## src/rtl/uart_tx_ctrl.sv

```systemverilog
// -----------------------------------------------------------------------------
// uart_tx_ctrl
//   Transmit-side frame controller for the UART Tx path. One byte is accepted
//   per i_send strobe while idle. The byte and parity mode are latched and
//   driven to the external parity unit. A frame is then serialised on o_tx:
//   a start bit, 8 data bits LSB-first, an optional parity bit returned on
//   i_parity, and a stop bit.
//
//   Optional feature macro: UART_TX_TWO_STOP_EN
//     When defined, the input i_stop_bits is added and latched with i_send.
//     0 selects one stop bit and 1 selects two stop bits.
//     When undefined, the frame always has one stop bit.
//
// Parameters
//   CLKS_PER_BIT   clock cycles per serial bit (>= 2)
//
// Ports
//   i_clk          system clock, rising edge
//   i_rst_n        asynchronous active-low reset
//   i_stop_bits    (UART_TX_TWO_STOP_EN only) 0: one stop bit, 1: two stop bits
//   i_send         transmit request, accepted only when idle
//   i_data[7:0]    byte to send, sampled on an accepted request
//   i_parity_type  00/11 none, 01 odd, 10 even, sampled on an accepted request
//   i_parity       parity bit computed by the parity unit from o_reg
//   o_reg[7:0]     latched byte fed to the parity unit
//   o_par_type     latched parity mode fed to the parity unit
//   o_tx           serial line, idle high
//   o_busy         high from the cycle after accept until the frame ends
//   o_done         one-cycle pulse when the last stop bit completes
// -----------------------------------------------------------------------------
module uart_tx_ctrl #(
    parameter int CLKS_PER_BIT = 16
) (
    input  logic       i_clk,
    input  logic       i_rst_n,
`ifdef UART_TX_TWO_STOP_EN
    input  logic       i_stop_bits,
`endif
    input  logic       i_send,
    input  logic [7:0] i_data,
    input  logic [1:0] i_parity_type,
    input  logic       i_parity,
    output logic [7:0] o_reg,
    output logic [1:0] o_par_type,
    output logic       o_tx,
    output logic       o_busy,
    output logic       o_done
);

    localparam int CNT_W = (CLKS_PER_BIT > 2) ? $clog2(CLKS_PER_BIT) : 1;
    localparam logic [CNT_W-1:0] CNT_LAST = CNT_W'(CLKS_PER_BIT - 1);

    typedef enum logic [2:0] {
        ST_IDLE   = 3'd0,
        ST_START  = 3'd1,
        ST_DATA   = 3'd2,
        ST_PARITY = 3'd3,
        ST_STOP   = 3'd4
    } state_t;

    // A parity bit is sent only for odd (01) or even (10) modes.
    function automatic logic parity_enabled(input logic [1:0] ptype);
        logic en;
        case (ptype)
            2'b01:   en = 1'b1;
            2'b10:   en = 1'b1;
            default: en = 1'b0;
        endcase
        return en;
    endfunction

    state_t           r_state, w_state_nx;
    logic [CNT_W-1:0] r_cnt, w_cnt_nx;
    logic [2:0]       r_idx, w_idx_nx;
    logic             r_tx, w_tx_nx;
    logic             r_busy, w_busy_nx;
    logic             r_done, w_done_nx;
    logic [7:0]       r_reg, w_reg_nx;
    logic [1:0]       r_ptype, w_ptype_nx;
    logic             w_bit_end;
    logic             w_stop_last;
    logic [2:0]       w_idx_inc;

    assign w_bit_end = (r_cnt == CNT_LAST);
    assign w_idx_inc = r_idx + 3'd1;

`ifdef UART_TX_TWO_STOP_EN
    logic r_stop2, w_stop2_nx;
    // In STOP, r_idx counts stop bits; the second one ends a two-stop frame.
    assign w_stop_last = ~r_stop2 | (r_idx == 3'd1);

    // Stop-bit mode register, latched with the byte.
    always_ff @(posedge i_clk or negedge i_rst_n) begin
        if (!i_rst_n) begin
            r_stop2 <= 1'b0;
        end else begin
            r_stop2 <= w_stop2_nx;
        end
    end
`else
    assign w_stop_last = 1'b1;
`endif

    // State, counters and all registered outputs.
    always_ff @(posedge i_clk or negedge i_rst_n) begin
        if (!i_rst_n) begin
            r_state <= ST_IDLE;
            r_cnt   <= '0;
            r_idx   <= 3'd0;
            r_tx    <= 1'b1;
            r_busy  <= 1'b0;
            r_done  <= 1'b0;
            r_reg   <= 8'h00;
            r_ptype <= 2'b00;
        end else begin
            r_state <= w_state_nx;
            r_cnt   <= w_cnt_nx;
            r_idx   <= w_idx_nx;
            r_tx    <= w_tx_nx;
            r_busy  <= w_busy_nx;
            r_done  <= w_done_nx;
            r_reg   <= w_reg_nx;
            r_ptype <= w_ptype_nx;
        end
    end

    // Next-state and next-output logic; o_tx is computed one cycle ahead so
    // the line is driven straight from a flop.
    always_comb begin
        w_state_nx = r_state;
        w_cnt_nx   = r_cnt;
        w_idx_nx   = r_idx;
        w_tx_nx    = r_tx;
        w_busy_nx  = r_busy;
        w_done_nx  = 1'b0;
        w_reg_nx   = r_reg;
        w_ptype_nx = r_ptype;
`ifdef UART_TX_TWO_STOP_EN
        w_stop2_nx = r_stop2;
`endif
        case (r_state)
            ST_IDLE: begin
                w_tx_nx   = 1'b1;
                w_busy_nx = 1'b0;
                w_cnt_nx  = '0;
                w_idx_nx  = 3'd0;
                // A request in the Done cycle is dropped; a held request
                // starts a new frame one cycle later.
                if (i_send && !r_done) begin
                    w_reg_nx   = i_data;
                    w_ptype_nx = i_parity_type;
`ifdef UART_TX_TWO_STOP_EN
                    w_stop2_nx = i_stop_bits;
`endif
                    w_state_nx = ST_START;
                    w_tx_nx    = 1'b0;
                    w_busy_nx  = 1'b1;
                end else begin
                    w_state_nx = ST_IDLE;
                end
            end
            ST_START: begin
                if (w_bit_end) begin
                    w_state_nx = ST_DATA;
                    w_cnt_nx   = '0;
                    w_idx_nx   = 3'd0;
                    w_tx_nx    = r_reg[0];
                end else begin
                    w_cnt_nx = r_cnt + CNT_W'(1);
                end
            end
            ST_DATA: begin
                if (w_bit_end) begin
                    w_cnt_nx = '0;
                    if (r_idx == 3'd7) begin
                        w_idx_nx = 3'd0;
                        if (parity_enabled(r_ptype)) begin
                            // Parity is captured here and held for the bit.
                            w_state_nx = ST_PARITY;
                            w_tx_nx    = i_parity;
                        end else begin
                            w_state_nx = ST_STOP;
                            w_tx_nx    = 1'b1;
                        end
                    end else begin
                        w_idx_nx = w_idx_inc;
                        w_tx_nx  = r_reg[w_idx_inc];
                    end
                end else begin
                    w_cnt_nx = r_cnt + CNT_W'(1);
                end
            end
            ST_PARITY: begin
                if (w_bit_end) begin
                    w_state_nx = ST_STOP;
                    w_cnt_nx   = '0;
                    w_idx_nx   = 3'd0;
                    w_tx_nx    = 1'b1;
                end else begin
                    w_cnt_nx = r_cnt + CNT_W'(1);
                end
            end
            ST_STOP: begin
                w_tx_nx = 1'b1;
                if (w_bit_end) begin
                    w_cnt_nx = '0;
                    if (w_stop_last) begin
                        w_state_nx = ST_IDLE;
                        w_idx_nx   = 3'd0;
                        w_done_nx  = 1'b1;
                        w_busy_nx  = 1'b0;
                    end else begin
                        w_idx_nx = w_idx_inc;
                    end
                end else begin
                    w_cnt_nx = r_cnt + CNT_W'(1);
                end
            end
            default: begin
                w_state_nx = ST_IDLE;
                w_cnt_nx   = '0;
                w_idx_nx   = 3'd0;
                w_tx_nx    = 1'b1;
                w_busy_nx  = 1'b0;
            end
        endcase
    end

    assign o_reg      = r_reg;
    assign o_par_type = r_ptype;
    assign o_tx       = r_tx;
    assign o_busy     = r_busy;
    assign o_done     = r_done;

endmodule

```

## config.mk

```make
export PLATFORM = sky130hd
export DESIGN_NAME = uart_tx_ctrl
export DESIGN_NICKNAME = d
export VERILOG_FILES = /design/src/rtl/uart_tx_ctrl.sv
export SDC_FILE = /design/constraint.sdc
export NUM_CORES = 1
export LEC_CHECK = 0
export BUFFER_PORTS_ARGS = -buffer_cell sky130_fd_sc_hd__buf_4
export CELL_PAD_IN_SITES_DETAIL_PLACEMENT = 0
export CELL_PAD_IN_SITES_GLOBAL_PLACEMENT = 1
export CORE_MARGIN = 4
export CORE_UTILIZATION = 42
export CTS_CLUSTER_DIAMETER = 50
export DETAILED_ROUTE_END_ITERATION = 6
export MAX_ROUTING_LAYER = met4
export PLACE_DENSITY = 0.86
export SLEW_MARGIN = 40
export SYNTH_ARGS = -nofsm -noshare
export SYNTH_HDL_FRONTEND = slang
export SYNTH_SLANG_ARGS = --single-unit
```

## constraint.sdc

```tcl
create_clock -name i_clk -period 4.08 [get_ports i_clk]
set_clock_uncertainty 0.05 [all_clocks]
set_input_delay 0.816 -clock i_clk [delete_from_list [all_inputs] [get_ports i_clk]]
set_output_delay 0.816 -clock i_clk [all_outputs]
set_load 0.01 [all_outputs]
```

==> results of run 1 <==
## final cells by class
cell class                      instances  area [sq um]
Clock buffer                            4          26.3
Fill cell                             256          1190
Inverter                                3          11.3
Multi-Input combinational cell         86           533
Sequential cell                        23           577
Tap cell                               30          37.5
Timing Repair Buffer                   26           195
## cell families (layout without fill, tap and decap cells)
kind of cell / count (synthesis) / after routing / share of synthesized area
mux: 4 / 4 / 0.0451
simple gates: 59 / 59 / 0.257
xor+xnor: 5 / 5 / 0.0376
fa+ha+maj: 3 / 3 / 0.0322
buf+inv: 9 / 33 / 0.0473
flops: 23 / 23 / 0.495
compound gates: 15 / 15 / 0.0859
## synthesized netlist by cell type (2+ instances only)
library cell  number
mux2i_1            3
nor2_1             4
nand3_1            6
o21ai_1            3
ha_1               3
and3_1             3
xor2_1             4
buf_2              2
dfrtp_1           22
nand2_1           33
o21ai_0            3
inv_1              3
buf_6              2
a21oi_1            2
## layer usage
metal	GRT usage	vias to the layer above
met5	-	-
met4	0.0650	0
met3	0.0255	5
met2	0.261	28
met1	0.204	452
li1	-	450
## path summary, 6_finish.rpt
path                                                to  slack (ps)  cells past startpoint
worst max-delay path                              o_tx        2210                      1
worst min-delay path                r_cnt[2]$_DFF_PN0_         310                      1
worst max register to register  r_state[0]$_DFFE_PN0P_        2220                      5
worst min register to register      r_cnt[0]$_DFF_PN0_         430                      1
max in group asynchronous             o_tx$_DFFE_PN1P_        3390                      1
min in group i_clk                  r_cnt[0]$_DFF_PN0_         430                      1
## report_power, final
group	leakage, uW	total (uW)	switching [uW]	internal, uW
registers	0.000303	228	0	228
logic	0.000392	13.7	5.66	8.01
clock network	0.0000150	107	68.7	38.2
total	0.000710	349	74.3	274
## through the flow
stage	area (sq um)	cells	power (uW)
final	1380	172	349
after global routing	1380	172	362
after CTS	1380	172	350
after detailed placement	1350	168	247
after global placement	1350	168	246
after floorplan	1160	118	233
==> results.toml, run 1 <==
[outcome]
outcome = "finished, final reports clean"

[setup_path]
arrival_ps = 1000
path_class = "flip-flop to output pin"
critPathLaunchType = "flip-flop"
cp_slowest_cell = "dfstp_2"
cp.required_ps = 3210
max_stage_delay_ps = 570
r2r_start = "r_idx[0]$_DFFE_PN0P_"
cp_cell_sequence = "buf_4"
crit_start = "o_tx$_DFFE_PN1P_"
worstSetupEndpointType = "output pin"
crit_buf_inv = 1
path_delay_family = "flip-flops"
path_max_fanout = 3

[placed_design]
io_buffers = 26
gp_congestion = 0.741
place_hpwl_um = 1770
dp_slack_ps = 2210

[pwr]
p_leak_uw = 0.000710
p_per_area_nw_per_um2 = 253
ir_drop_mv = 0.175

[cts]
clockRootBuffer = "clkbuf_4"
clockBufferDepth = 2
cts_tree = "built"
htreeDepth = 1
tritoncts.num_buffers = 3
clk_latency_ps = 310
clkSlewWorstSetupHoldPaths_ps = 120
post_cts_buffers = 0
cts_hold_buf = 0
cts.sinks = 23
post_cts_resized = 0

[layout]
largest_reg_flops = 8
final_common_cell = "nand2_1"
diodes = 0
final_layout_size_suffix_gt1_frac = 0.254
fin_nets = 160
layout_common_cells = "nand2_1, buf_4, dfrtp_1"
area_growth_pct = 18.5
fin_util = 0.538

[drt]
first_iter_violations = 32
wirelength_um = 2410
wl_per_cell_um = 14.0
drc = 0
met3_length_um = 123
via_per_inst = 5.44
route.antenna.remaining_nets = 0
drt-met1-wl_um = 1030
top_layer = "met4"
first_pass_iters = 4
met2_length_um = 1210
vias = 935

[floorplan]
fp.coreArea_sq_um = 2570
die_area_sq_um = 3680
row_count = 18
dieHeight_um = 60.7
start_util = 0.454
die_width_um = 60.7
pin_count = 27

[global_routing]
grt_first_pass_wirelength_um = 4240
grt-ovfl-total = 0
grt_usage = 0.162
antenna_found_initial = 0
grt_pass1_vias = 940
grt_max_degree = 24

[synthesis]
ys_warn_count = 0
synth_cells = 118
synth-seq-area-share = 0.495
syn-cell-area_sq_um = 1160
synth_top_area_frac = 0.473
yosys-top-cells-area = "dfrtp_1, nand2_1, ha_1"
synth_edf_count = 0
synth_ff_type = "dfrtp_1"
synth-seq-cells = 23
synth_area_leader_cell = "dfrtp_1"
async_flop_share = 1.00
syn_area_per_cell_sq_um = 9.87
syn_nets = 135
yosysUniqueCellTypes = 39

[worst_hold_path]
min_path_type = "input port to asynchronous set/reset pin"

[sta]
worst_pin_slew_ps = 469
fmax_ghz = 0.535
slew_viol_final = 0
fin_hold_ws_ps = 314
rsz0062_at_grt = "false"
fin_crit_sh = 0.458
setup_viol = 0
tns_ps = 0
post-route-min-period_ps = 1870
worst_slack_ps = 2210
finalHoldViolCount = 0
slew_headroom = 0.687

[flow_run]
drv_cap = 0
(Power assumes the default switching activity.)
==> run 2: changes to the inputs <==
- CORE_UTILIZATION: 42 -> 39
- PLACE_DENSITY: 0.86 -> 0.81
- clock period: 4.08 -> 1.86 ns (I/O delays scaled with it)
==> run 2 against run 1 <==
Critical path depth grew 4. Die area increased by 6.7%. Final area up 2.9%. Via count shrank 2.1%. Count of clock-buffer cells in the layout decreased by 1. Global-route usage down 2.6 points. Non-clock buffer count increased by 4. Clock power rose by 110%. Wire length is 3.4% lower.
==> results.toml, run 2 (synthesis gave the netlist of run 1 again) <==
[cts]
clkSlewWorstSetupHoldPaths_ps = 120
cts_tree = "built"
cts.sinks = 23
htreeDepth = 1
clockBufferDepth = 2
clockRootBuffer = "clkbuf_4"
tritoncts.num_buffers = 3
clk_latency_ps = 310

[drt]
route.antenna.remaining_nets = 0
first_pass_iters = 4
first_iter_violations = 24
wl_per_cell_um = 13.1
vias = 915
wirelength_um = 2330
drc = 0
via_per_inst = 5.17

[setup_path]
worstSetupEndpointType = "flip-flop"
crit_buf_inv = 0
cp_cell_sequence = "ha_1, ha_1, mux4_2, o31ai_2, o22ai_1"
arrival_ps = 1860
path_class = "flip-flop to flip-flop"
path_max_fanout = 4
path_delay_family = "adder cells"
max_stage_delay_ps = 400
cp_slowest_cell = "dfrtp_1"
rr_worst_depth = 5
critPathLaunchType = "flip-flop"
r2r_start = "r_idx[0]$_DFFE_PN0P_"
r2r_slack_ps = 180
crit_top_cell = "ha_1"
timing.rr.end = "o_tx$_DFFE_PN1P_"
cp.required_ps = 2040

[layout]
largest_reg_flops = 8
final_layout_size_suffix_gt1_frac = 0.281
diodes = 0
area_growth_pct = 21.9
final_common_cell = "nand2_1"
fin_util = 0.506
final.fill_count = 273
layout_common_cells = "nand2_1, buf_4, dfrtp_1"
fin_nets = 164

[flow_run]
drv_cap = 0

[pwr]
p_comb_frac = 0.042
p_leak_uw = 0.000731
seqPwrFrac = 0.658
p_per_area_nw_per_um2 = 535
ir_drop_mv = 0.430
switching_power_uw = 161
p_int_uw = 599
power.clock.fraction = 0.301
swShare = 0.212

[global_routing]
use_met3 = 0.0396
grt.met2_usage = 0.224
grt_first_pass_wirelength_um = 4220
grt_usage = 0.136
met1_usage = 0.172
grt_pass1_vias = 927
antenna_found_initial = 0
grt-ovfl-total = 0
top_usage_layer = "met2"
grt_max_degree = 24

[floorplan]
row_count = 19
dieHeight_um = 62.7
die_area_sq_um = 3930
pin_count = 27
fp.coreArea_sq_um = 2810
die_width_um = 62.7
start_util = 0.415

[sta]
rsz0062_at_grt = "false"
worst_pin_slew_ps = 456
slew_headroom = 0.696
finalHoldViolCount = 0
fin_crit_sh = 0.901
setup_viol = 0
slew_viol_final = 0
fmax_ghz = 0.597
tns_ps = 0
post-route-min-period_ps = 1680

[placed_design]
place_hpwl_um = 1740
io_buffers = 26
gp_congestion = 0.772

[outcome]
outcome = "finished, final reports clean"

[worst_hold_path]
hp-start = "i_data[5]"
whs_path_depth = 3
min_path_type = "input port to flip-flop"
min_to = "o_reg[5]$_DFFE_PN0N_"
## run 2: tightest hold or removal path, stage by stage
cell and delay (ps):
buf_4 80, nand2_1 40, nand2_1 40
## run 2: what timing repair did
item                                    CTS  global route
buffers inserted                          0             0
hold buffers                              1             0
endpoints found under the hold margin    22             0
endpoints found under the setup margin    0             1
resized for setup                         0             1
## run 2: layout make-up
type / count / area (sq um) / area share
repair buffers: 30 / 228 / 0.160
multi-input cells: 86 / 538 / 0.379
flip-flops and latches: 23 / 577 / 0.406
clock inverters: 1 / 5.00 / 0.00352
well taps: 31 / 38.8 / 0.0273
inverters: 3 / 11.3 / 0.00793
clock buffers: 3 / 22.5 / 0.0159
## run 2: how the worst max path moves through the flow
stage	from	to	slack, ps	cells after the start
after floorplan	r_idx[0]$_DFFE_PN0P_	o_tx$_DFFE_PN1P_	180	5
after global placement	r_idx[0]$_DFFE_PN0P_	r_state[0]$_DFFE_PN0P_	160	5
after detailed placement	r_cnt[0]$_DFF_PN0_	r_state[1]$_DFFE_PN0P_	150	5
after CTS	r_cnt[0]$_DFF_PN0_	r_state[1]$_DFFE_PN0P_	130	5
after global routing	r_idx[1]$_DFFE_PN0P_	r_state[0]$_DFFE_PN0P_	30	5
final	r_idx[0]$_DFFE_PN0P_	o_tx$_DFFE_PN1P_	180	5
## run 2: per-stage QoR
| step | instance area, sq um | hold slack (ps) | std cells | worst slack [ps] | total power, uW |
|---|---|---|---|---|---|
| 2_1_floorplan | 1160 | 26.4 | 118 | 185 | 510 |
| 3_3_place_gp | 1380 | 235 | 172 | 161 | 541 |
| 3_5_place_dp | 1380 | 233 | 172 | 154 | 541 |
| 4_1_cts | 1420 | 180 | 177 | 134 | 774 |
| 5_1_grt | 1420 | 176 | 177 | 25.9 | 796 |
| 6_report | 1420 | 193 | 177 | 184 | 760 |
## run 2: power groups by stage
| stage | clock [uW] | combinational (uW) | sequential [uW] |
|---|---|---|---|
| after global placement | 0 | 31.0 | 510 |
| final | 229 | 31.8 | 500 |
| after floorplan | 0 | 0.594 | 510 |
| after global routing | 260 | 36.4 | 500 |
| after detailed placement | 0 | 31.3 | 510 |
| after CTS | 241 | 33.3 | 500 |
## run 2: layer usage
layer  wire length (um)  part of all wire  vias to the layer above
met5                  0                 0                        -
met4                 14            0.0060                        0
met3                100             0.043                        2
met2               1110              0.48                       21
met1               1100              0.47                      429
li1                   -                 -                      463
